===== config.mk =====
export PLATFORM = sky130hd
export DESIGN_NAME = npu_accum_requant_flat
export DESIGN_NICKNAME = d
export VERILOG_FILES = /design/src/rtl/npu_accum_requant_if.sv /design/src/rtl/npu_accum_requant.sv /design/src/flat_wrapper.sv
export SDC_FILE = /design/constraint.sdc
export NUM_CORES = 2
export LEC_CHECK = 0
export BUFFER_PORTS_ARGS = -buffer_cell sky130_fd_sc_hd__buf_4
export CAP_MARGIN = 25
export CORE_MARGIN = 5
export CORE_UTILIZATION = 55
export CTS_CLUSTER_SIZE = 10
export DETAILED_ROUTE_END_ITERATION = 8
export PLACE_DENSITY = 0.72
export SYNTH_ARGS = -nofsm -noshare
export SYNTH_HDL_FRONTEND = slang
export SYNTH_SLANG_ARGS = --single-unit

===== constraint.sdc =====
create_clock -name clk -period 10.55 [get_ports clk]
set_input_delay 2.11 -clock clk [delete_from_list [all_inputs] [get_ports clk]]
set_output_delay 2.11 -clock clk [all_outputs]
set_load 0.03 [all_outputs]

===== src/rtl/npu_accum_requant_if.sv =====
// Handshake and configuration bundle for the accumulate/requantise stage.
// The slave side is the stage; the master side drives partials and config and consumes int8 results.
interface npu_accum_requant_if;
   logic        start;
   logic [7:0]  tile_count;
   logic [31:0] bias;
   logic [15:0] scale_mult;
   logic [4:0]  scale_shift;
   logic        relu_en;
   logic        in_valid;
   logic [31:0] in_data;
   logic        in_ready;
   logic [7:0]  out_data;
   logic        out_valid;
   logic        out_ready;
   logic        busy;
   logic        err_drop;
   logic        sat_flag;

   modport master (
      output start, tile_count, bias, scale_mult, scale_shift, relu_en,
      output in_valid, in_data, out_ready,
      input  in_ready, out_data, out_valid, busy, err_drop, sat_flag
   );

   modport slave (
      input  start, tile_count, bias, scale_mult, scale_shift, relu_en,
      input  in_valid, in_data, out_ready,
      output in_ready, out_data, out_valid, busy, err_drop, sat_flag
   );
endinterface


===== src/rtl/npu_accum_requant.sv =====
// Accumulates int32 partials into one neuron, adds bias, requantises to int8 and queues results.
// Result lands in the FIFO 3 edges after the last partial; a full FIFO holds the neuron in WAIT.
module npu_accum_requant #(
   parameter int FIFO_DEPTH = 4,
   parameter int ACC_W      = 40
) (
   input  logic               clk,
   input  logic               rst_n,
   npu_accum_requant_if.slave bus
);
   localparam int PTR_W = $clog2(FIFO_DEPTH);
   localparam int OCC_W = PTR_W + 1;
   localparam logic signed [ACC_W-1:0] ACC_MAX = {{(ACC_W-31){1'b0}}, {31{1'b1}}};
   localparam logic signed [ACC_W-1:0] ACC_MIN = {{(ACC_W-31){1'b1}}, {31{1'b0}}};

   typedef enum logic [2:0] {IDLE, ACCUM, WAIT, MULT, ROUND, PUSH} state_t;

   typedef struct packed {
      logic [7:0]  tile_count;
      logic [15:0] scale_mult;
      logic [4:0]  scale_shift;
      logic        relu_en;
   } cfg_t;

   state_t                  state, state_nxt;
   cfg_t                    cfg;
   logic signed [ACC_W-1:0] acc;
   logic [7:0]              count;
   logic signed [47:0]      product;
   logic signed [47:0]      rnd;
   logic                    err_drop_q;
   logic                    sat_flag_q;

   logic [7:0]              mem [FIFO_DEPTH];
   logic [PTR_W-1:0]        wr_ptr, rd_ptr;
   logic [OCC_W-1:0]        occ;

   logic                    accept, last_tile, space, push, pop;
   logic signed [31:0]      acc_clamped;
   logic                    clamp_hit;
   logic signed [47:0]      clamped_ext, mult_ext, product_nxt, half, rnd_nxt, relu_val;
   logic [7:0]              push_dat;
   logic                    clip;

   assign accept    = (state == ACCUM) && bus.in_valid;
   assign last_tile = accept && ((count + 8'd1) == cfg.tile_count);
   assign space     = occ < OCC_W'(FIFO_DEPTH);
   // Each stage's result is registered on the edge that enters that stage.
   assign push      = (state == ROUND);
   assign pop       = bus.out_valid && bus.out_ready;

   always_ff @(posedge clk or negedge rst_n) begin
      if (!rst_n) state <= IDLE;
      else        state <= state_nxt;
   end

   always_comb begin
      state_nxt = state;
      case (state)
         IDLE:    if (bus.start) state_nxt = ACCUM;
         ACCUM:   if (last_tile) state_nxt = WAIT;
         WAIT:    if (space)     state_nxt = MULT;
         MULT:    state_nxt = ROUND;
         ROUND:   state_nxt = PUSH;
         PUSH:    state_nxt = IDLE;
         default: state_nxt = IDLE;
      endcase
   end

   always_comb begin
      bus.in_ready = (state == ACCUM);
      bus.busy     = (state != IDLE);
   end

   always_comb begin
      acc_clamped = acc[31:0];
      clamp_hit   = 1'b0;
      if (acc > ACC_MAX) begin
         acc_clamped = 32'h7FFF_FFFF;
         clamp_hit   = 1'b1;
      end else if (acc < ACC_MIN) begin
         acc_clamped = 32'h8000_0000;
         clamp_hit   = 1'b1;
      end
      clamped_ext = {{16{acc_clamped[31]}}, acc_clamped};
      mult_ext    = {{32{cfg.scale_mult[15]}}, cfg.scale_mult};
      product_nxt = clamped_ext * mult_ext;

      // Adding half an LSB before the arithmetic shift rounds ties toward +infinity.
      half    = 48'sd1 <<< (cfg.scale_shift - 5'd1);
      rnd_nxt = (cfg.scale_shift == 5'd0) ? product : ((product + half) >>> cfg.scale_shift);

      relu_val = (cfg.relu_en && (rnd < 48'sd0)) ? 48'sd0 : rnd;
      push_dat = relu_val[7:0];
      clip     = 1'b0;
      if (relu_val > 48'sd127) begin
         push_dat = 8'h7F;
         clip     = 1'b1;
      end else if (relu_val < -48'sd128) begin
         push_dat = 8'h80;
         clip     = 1'b1;
      end
   end

   always_ff @(posedge clk or negedge rst_n) begin
      if (!rst_n) begin
         cfg        <= '0;
         acc        <= '0;
         count      <= '0;
         product    <= '0;
         rnd        <= '0;
         err_drop_q <= 1'b0;
         sat_flag_q <= 1'b0;
      end else begin
         if (state == IDLE && bus.start) begin
            cfg.tile_count  <= (bus.tile_count == 8'd0) ? 8'd1 : bus.tile_count;
            cfg.scale_mult  <= bus.scale_mult;
            cfg.scale_shift <= bus.scale_shift;
            cfg.relu_en     <= bus.relu_en;
            acc             <= {{(ACC_W-32){bus.bias[31]}}, bus.bias};
            count           <= 8'd0;
         end
         if (accept) begin
            acc   <= acc + {{(ACC_W-32){bus.in_data[31]}}, bus.in_data};
            count <= count + 8'd1;
         end
         if (bus.in_valid && !bus.in_ready) err_drop_q <= 1'b1;
         if (state == WAIT && space) begin
            product <= product_nxt;
            if (clamp_hit) sat_flag_q <= 1'b1;
         end
         if (state == MULT) rnd <= rnd_nxt;
         if (push && clip) sat_flag_q <= 1'b1;
      end
   end

   always_ff @(posedge clk or negedge rst_n) begin
      if (!rst_n) begin
         wr_ptr <= '0;
         rd_ptr <= '0;
         occ    <= '0;
      end else begin
         if (push) wr_ptr <= wr_ptr + PTR_W'(1);
         if (pop)  rd_ptr <= rd_ptr + PTR_W'(1);
         occ <= occ + OCC_W'(push) - OCC_W'(pop);
      end
   end

   always_ff @(posedge clk) begin
      if (push) mem[wr_ptr] <= push_dat;
   end

   assign bus.out_valid = (occ != '0);
   assign bus.out_data  = bus.out_valid ? mem[rd_ptr] : 8'd0;
   assign bus.err_drop  = err_drop_q;
   assign bus.sat_flag  = sat_flag_q;
endmodule

===== src/flat_wrapper.sv =====
// flat-port wrapper written by rule: the top's interface ports become plain ports
module npu_accum_requant_flat 
#(
   parameter int FIFO_DEPTH = 4,
   parameter int ACC_W      = 40
)
  (clk, rst_n, bus_start, bus_tile_count, bus_bias, bus_scale_mult, bus_scale_shift, bus_relu_en, bus_in_valid, bus_in_data, bus_out_ready, bus_in_ready, bus_out_data, bus_out_valid, bus_busy, bus_err_drop, bus_sat_flag);
  npu_accum_requant_if bus_i ();
  input  logic clk;
  input  logic rst_n;
  input wire logic [$bits(bus_i.start)-1:0] bus_start;
  input wire logic [$bits(bus_i.tile_count)-1:0] bus_tile_count;
  input wire logic [$bits(bus_i.bias)-1:0] bus_bias;
  input wire logic [$bits(bus_i.scale_mult)-1:0] bus_scale_mult;
  input wire logic [$bits(bus_i.scale_shift)-1:0] bus_scale_shift;
  input wire logic [$bits(bus_i.relu_en)-1:0] bus_relu_en;
  input wire logic [$bits(bus_i.in_valid)-1:0] bus_in_valid;
  input wire logic [$bits(bus_i.in_data)-1:0] bus_in_data;
  input wire logic [$bits(bus_i.out_ready)-1:0] bus_out_ready;
  output wire logic [$bits(bus_i.in_ready)-1:0] bus_in_ready;
  output wire logic [$bits(bus_i.out_data)-1:0] bus_out_data;
  output wire logic [$bits(bus_i.out_valid)-1:0] bus_out_valid;
  output wire logic [$bits(bus_i.busy)-1:0] bus_busy;
  output wire logic [$bits(bus_i.err_drop)-1:0] bus_err_drop;
  output wire logic [$bits(bus_i.sat_flag)-1:0] bus_sat_flag;
  assign bus_i.start = bus_start;
  assign bus_i.tile_count = bus_tile_count;
  assign bus_i.bias = bus_bias;
  assign bus_i.scale_mult = bus_scale_mult;
  assign bus_i.scale_shift = bus_scale_shift;
  assign bus_i.relu_en = bus_relu_en;
  assign bus_i.in_valid = bus_in_valid;
  assign bus_i.in_data = bus_in_data;
  assign bus_i.out_ready = bus_out_ready;
  assign bus_in_ready = bus_i.in_ready;
  assign bus_out_data = bus_i.out_data;
  assign bus_out_valid = bus_i.out_valid;
  assign bus_busy = bus_i.busy;
  assign bus_err_drop = bus_i.err_drop;
  assign bus_sat_flag = bus_i.sat_flag;
  npu_accum_requant #(.FIFO_DEPTH(FIFO_DEPTH), .ACC_W(ACC_W)) u_core (.clk(clk), .rst_n(rst_n), .bus(bus_i));
endmodule

== Yosys cells after proc, flatten, opt, wreduce, memory -nomap -nowiden ==
Memory sizes are Yosys's and may differ from the RTL's.
Cells that the tools add are included.

* Register bits: 186
* Bits in writable memories: 32
* Input port bits: 99
* Output and inout bits: 13
* Word-level logic and storage cells: 84
* Memories kept: 1

* Add/subtract/negate cells: 8
* Multiply operators: 1
* Order comparisons: 6
* Equal/unequal tests: 8
* Shift operators: 2
* Mux-type cells: 25
* Reductions and logical operators: 19

{| class="wikitable"
|+ Memories
! name !! words !! width !! rd ports !! clocked after memory_dff !! wr ports !! line !! text
|-
| u_core.mem || 4 || 8 || 1 || 0 || 1 || npu_accum_requant.sv:34 || <nowiki>logic [7:0] mem [FIFO_DEPTH];</nowiki>
|}

{| class="wikitable"
|+ Operators with widths
! cell !! number
|-
| 48-bit 2-to-1 mux || 2
|-
| 40-bit 2-to-1 mux || 2
|-
| 32-bit 2-to-1 mux || 2
|-
| 48-bit adder || 1
|-
| 48-bit by 8-bit greater-than comparator with 1-bit output (second input constant) || 1
|-
| 48-bit by 1-bit < comparator with 1-bit output (second input constant) || 1
|-
| 48-bit by 8-bit < comparator with 1-bit output (second input constant) || 1
|-
| 32-bit by 16-bit multiplier with 48-bit output || 1
|-
| 8-bit 2-to-1 mux || 6
|-
| 2-bit by 5-bit <<< shifter with 48-bit output (first input constant) || 1
|-
| 48-bit by 5-bit >>> shifter with 48-bit output || 1
|-
| 40-bit adder || 1
|-
| 40-bit by 32-bit greater-than comparator with 1-bit output (second input constant) || 1
|-
| 40-bit by 32-bit < comparator with 1-bit output (second input constant) || 1
|-
| 3-bit one-hot mux with 5 select lines || 1
|-
| 1-bit 2-to-1 mux || 9
|-
| 3-bit 2-to-1 mux || 3
|-
| 8-bit by 1-bit adder with 8-bit output (second input constant) || 1
|-
| 8-bit equality test || 1
|-
| 1-bit logical AND || 8
|-
| 8-bit logical NOT || 1
|-
| 3-bit by 2-bit equality test with 1-bit output (second input constant) || 2
|-
| 2-bit nonzero test || 3
|-
| 3-bit nonzero test || 2
|-
| 14 further kinds || 16
|}

== Logic depth before layout (Yosys ltp) ==
* Depth in word-level cells: 9
* Depth in mapped cells: 30

== Least setup slack after synthesis ==
Ideal clock, no wire load.

* Path kind: reg2reg
* Start: register u_core.acc[38]
* End: register u_core.product[47]
* Arrival: 7.396 ns
* Required time: 10.413 ns
* Slack: 3.017 ns
* Stages on the path, launching flop included: 30
* Period minus slack after synthesis: 7.533 ns
* Path through: dfrtp_1 nand4_1 o21ai_1 clkbuf_1 a21o_1 clkbuf_1 nand2_1 fa_1 inv_1 fa_1 inv_1 fa_1 inv_1 fa_1 fa_1 inv_1 fa_1 inv_1 ha_1 a21o_1 a21o_1 a21oi_1 o22ai_1 a221o_1 o21ai_1 o311a_1 nor2_1 a221o_1 a41oi_1 o211ai_1

* Longest elaborated chain between the ends: 4
* Elaborated cells between the ends (all ways): 5
* Classes of those cells: mul: 1; order compare: 2; mux: 2

{| class="wikitable"
|+ RTL lines
! what !! line !! text
|-
| start: declaration || npu_accum_requant.sv:27 || <nowiki>logic signed [ACC_W-1:0] acc;</nowiki>
|-
| start signal: assignment || npu_accum_requant.sv:120 || <nowiki>acc <= {{(ACC_W-32){bus.bias[31]}}, bus.bias};</nowiki>
|-
| start signal: assignment || npu_accum_requant.sv:124 || <nowiki>acc <= acc + {{(ACC_W-32){bus.in_data[31]}}, bus.in_data};</nowiki>
|-
| 40-bit by 32-bit < comparator with 1-bit output || npu_accum_requant.sv:81 || <nowiki>end else if (acc < ACC_MIN) begin</nowiki>
|-
| 32-bit 2-to-1 mux || npu_accum_requant.sv:81 ||
|-
| 32-bit 2-to-1 mux * || npu_accum_requant.sv:78 || <nowiki>if (acc > ACC_MAX) begin</nowiki>
|-
| 32-bit by 16-bit multiplier with 48-bit output * || npu_accum_requant.sv:87 || <nowiki>product_nxt = clamped_ext * mult_ext;</nowiki>
|-
| end signal: assignment || npu_accum_requant.sv:129 || <nowiki>product <= product_nxt;</nowiki>
|-
| end: declaration || npu_accum_requant.sv:29 || <nowiki>logic signed [47:0] product;</nowiki>
|}

Every way passes the cells marked *; elsewhere a longest branch is shown, timed or not.
A chain may end at the register's enable or synchronous reset.

== Final worst setup path ==
* Start: register u_core.acc[35]
* End: register u_core.product[47]

Same word-level chain as after synthesis.

==> results.ini <==
[layout]
final_area_mm2=0.03736
nFillCells=5674
insertedDiodeCount=0
area_growth_syn_to_layout_pct=6.543
finish.net_count=4869
drive_gt1_share_pct=7.115

[sta]
setup_viol=0
period_minus_slack_ns=8.460
rsz0062_at_grt=false
final.period_utilization_pct=80.19
finalSetupTns_ns=0
slew_headroom_pct=33.48
drv_slew=0
max_slew.worst_pin.slew_ns=0.9918
skew_ns=0.02289
hold_viol_final=0
max_freq_mhz=118.2

[drt]
ant_nets=0
viasPerCell=6.018
drt_first_pass_iters=8
drc_errors=0
drtIter0Drc=2787
num_vias=29788
routed_wl_um=106800
wire_per_inst_um=21.57

[worst_setup_path]
cp-start-kind=flip-flop
critPathKind=reg2reg
crit_arrival_ns=8.89
path_max_fanout=33
cp-end-kind=flip-flop
crit_required_ns=10.98

[worst_hold_path]
hold_class=reg2reg

[clocking]
clock_path_buffers=3
cts_tree=done
clkTransAtPathRegs_ns=0.06
holdBufCountCts=0
cts-root-buf=clkbuf_16
cts.sinks=218
cts_inserted_buffers=28
cts_resized=0
h-tree-depth=1
clk_latency_ns=0.60
post_cts_buffers=0

[logic_synthesis]
synth_edf_count=32
synth_seq_area_share_pct=16.01
ys_top_cells_by_count=616 x nand2_1, 612 x inv_1, 489 x fa_1
ys_top_cells_by_area=fa_1 28%, dfrtp_1 13%, ha_1 6.9%
syn_area_per_cell_um2=8.518
synthArstFlopShare_pct=85.32
synthFlopType=dfrtp_1
synth-seq-cells=218
synth.largest_area_cell=fa_1
synth_cells=4117
synth.distinct_cells=106
yosys.area.top_type_share_pct=27.91
yosysMostFrequentCell=nand2_1
syn_nets=4899
yosysWarningCount=0
syn-cell-area_mm2=0.03507

[floorplanning]
pin_count=112
row_count=92
core-area_mm2=0.06308
initial_core_util_pct=55.60
die_w_um=262.5
die_h_um=262.5
dieArea_mm2=0.06891

[global_route]
grt_start_max_net_pins=91
gr-total-overflow=0
grt_usage_pct=30.65
grt_pass1_wl_um=171400
grt_pass1_vias=30326
antenna_found_initial=1

[placed_design]
placed_cell_area_mm2=0.03648
gp_congestion=1.000
placement.io_buffers=111
place_hpwl_um=82750

[status]
status=finished clean

[flow_run]
max_cap_violations=0

-- layer usage --
layer | GRT usage (%) | vias up | wire, µm
met1 | 42.18 | 14566 | 44110
met2 | 47.03 | 1455 | 46880
li1 | - | 13429 | -
met5 | 0 | - | 14
met4 | 14.20 | 2 | 6348
met3 | 6.263 | 336 | 9410
-- stage by stage --
step           hold slack [ns]  util [%]  setup slack (ns)  std cells
2_1_floorplan           0.4527         -             3.017       4117
3_3_place_gp            0.4540     57.81             2.354       4901
3_5_place_dp            0.4585     57.83             2.179       4902
4_1_cts                 0.4757     59.19             2.131       4949
5_1_grt                 0.4896     59.23             1.646       4950
6_report                0.4695     59.23             2.090       4950
-- cell usage in the layout (no fill, tap or decap), types with 158 or more instances in the layout --
cell type,netlist,layout
a21oi_1,177,176
and2_1,223,222
buf_4,5,158
dfrtp_1,186,184
fa_1,489,489
ha_1,194,194
inv_1,612,612
nand2_1,616,614
nor2_1,226,226
o21ai_0,176,176
-- path summary, 6_finish.rpt --
kind / start / end / slack, ns / depth (start not counted)
max in group asynchronous: rst_n / u_core.product[20]$_DFFE_PN0P_ / 7.84 / 2
worst min register to register: u_core.cfg[13]$_DFFE_PN0P_ / u_core.cfg[13]$_DFFE_PN0P_ / 0.47 / 2
worst max-delay path: u_core.acc[35]$_DFFE_PN0P_ / u_core.product[47]$_DFFE_PN0P_ / 2.09 / 26
worst min-delay path: u_core.cfg[13]$_DFFE_PN0P_ / u_core.cfg[13]$_DFFE_PN0P_ / 0.47 / 2
worst max register to register: u_core.acc[35]$_DFFE_PN0P_ / u_core.product[47]$_DFFE_PN0P_ / 2.09 / 26
min in group asynchronous: rst_n / u_core.rd_ptr[0]$_DFFE_PN0P_ / 1.51 / 1
-- area by class of cell --
type,count,area [µm²],area share (%)
clock buffers,40,765.7,2.049
clock inverters,7,92.59,0.2478
multi-input cells,3063,26280,70.34
flip-flops and latches,218,5618,15.04
repair buffers,161,1239,3.315
well taps,846,1059,2.833
inverters,615,2308,6.178
-- flip-flops by register name (all words and copies together), names as in the netlist --
name / cells
u_core.bus.sat_flag: 1
u_core.acc: 40
u_core.count: 8
u_core.bus.err_drop: 1
u_core.mem: 32
u_core.wr_ptr: 2
u_core.rnd: 48
u_core.occ: 3
u_core.cfg: 30
u_core.rd_ptr: 2
u_core.state: 3
u_core.product: 48
-- worst max-delay path, stage by stage (launching register included) --
cell      delay, ns
dfrtp_1        0.42
nor4_1         0.45
a21oi_2        0.09
buf_4          0.27
a21o_1         0.45
and2_1         0.30
fa_1           0.53
inv_1          0.06
fa_1           0.51
fa_1           0.51
inv_1          0.04
ha_1           0.32
fa_1           0.55
inv_1          0.06
fa_1           0.52
inv_1          0.05
ha_1           0.34
a211o_1        0.31
a211oi_1       0.39
o32ai_1        0.29
a221o_1        0.39
o21ai_1        0.31
o311a_1        0.29
nor2_1         0.10
a221o_1        0.41
a41oi_1        0.22
o211ai_1       0.10
-- cell families (layout without fill, tap and decap cells) --
| logic type | Yosys count | after routing | share of synthesized area (%) |
|---|---|---|---|
| AO/OA/AOI/OAI | 825 | 825 | 15.60 |
| XOR/XNOR | 149 | 149 | 3.764 |
| adder cells (fa/ha/maj) | 683 | 683 | 34.84 |
| buffers and inverters | 836 | 823 | 9.083 |
| flip-flops | 218 | 218 | 16.01 |
| multiplexers | 72 | 72 | 3.083 |
| AND/OR/NAND/NOR | 1334 | 1334 | 17.62 |
Power is left out: the tool's default activity adds up to more than one toggle a clock period on the data nets, which glitch-free logic cannot reach.
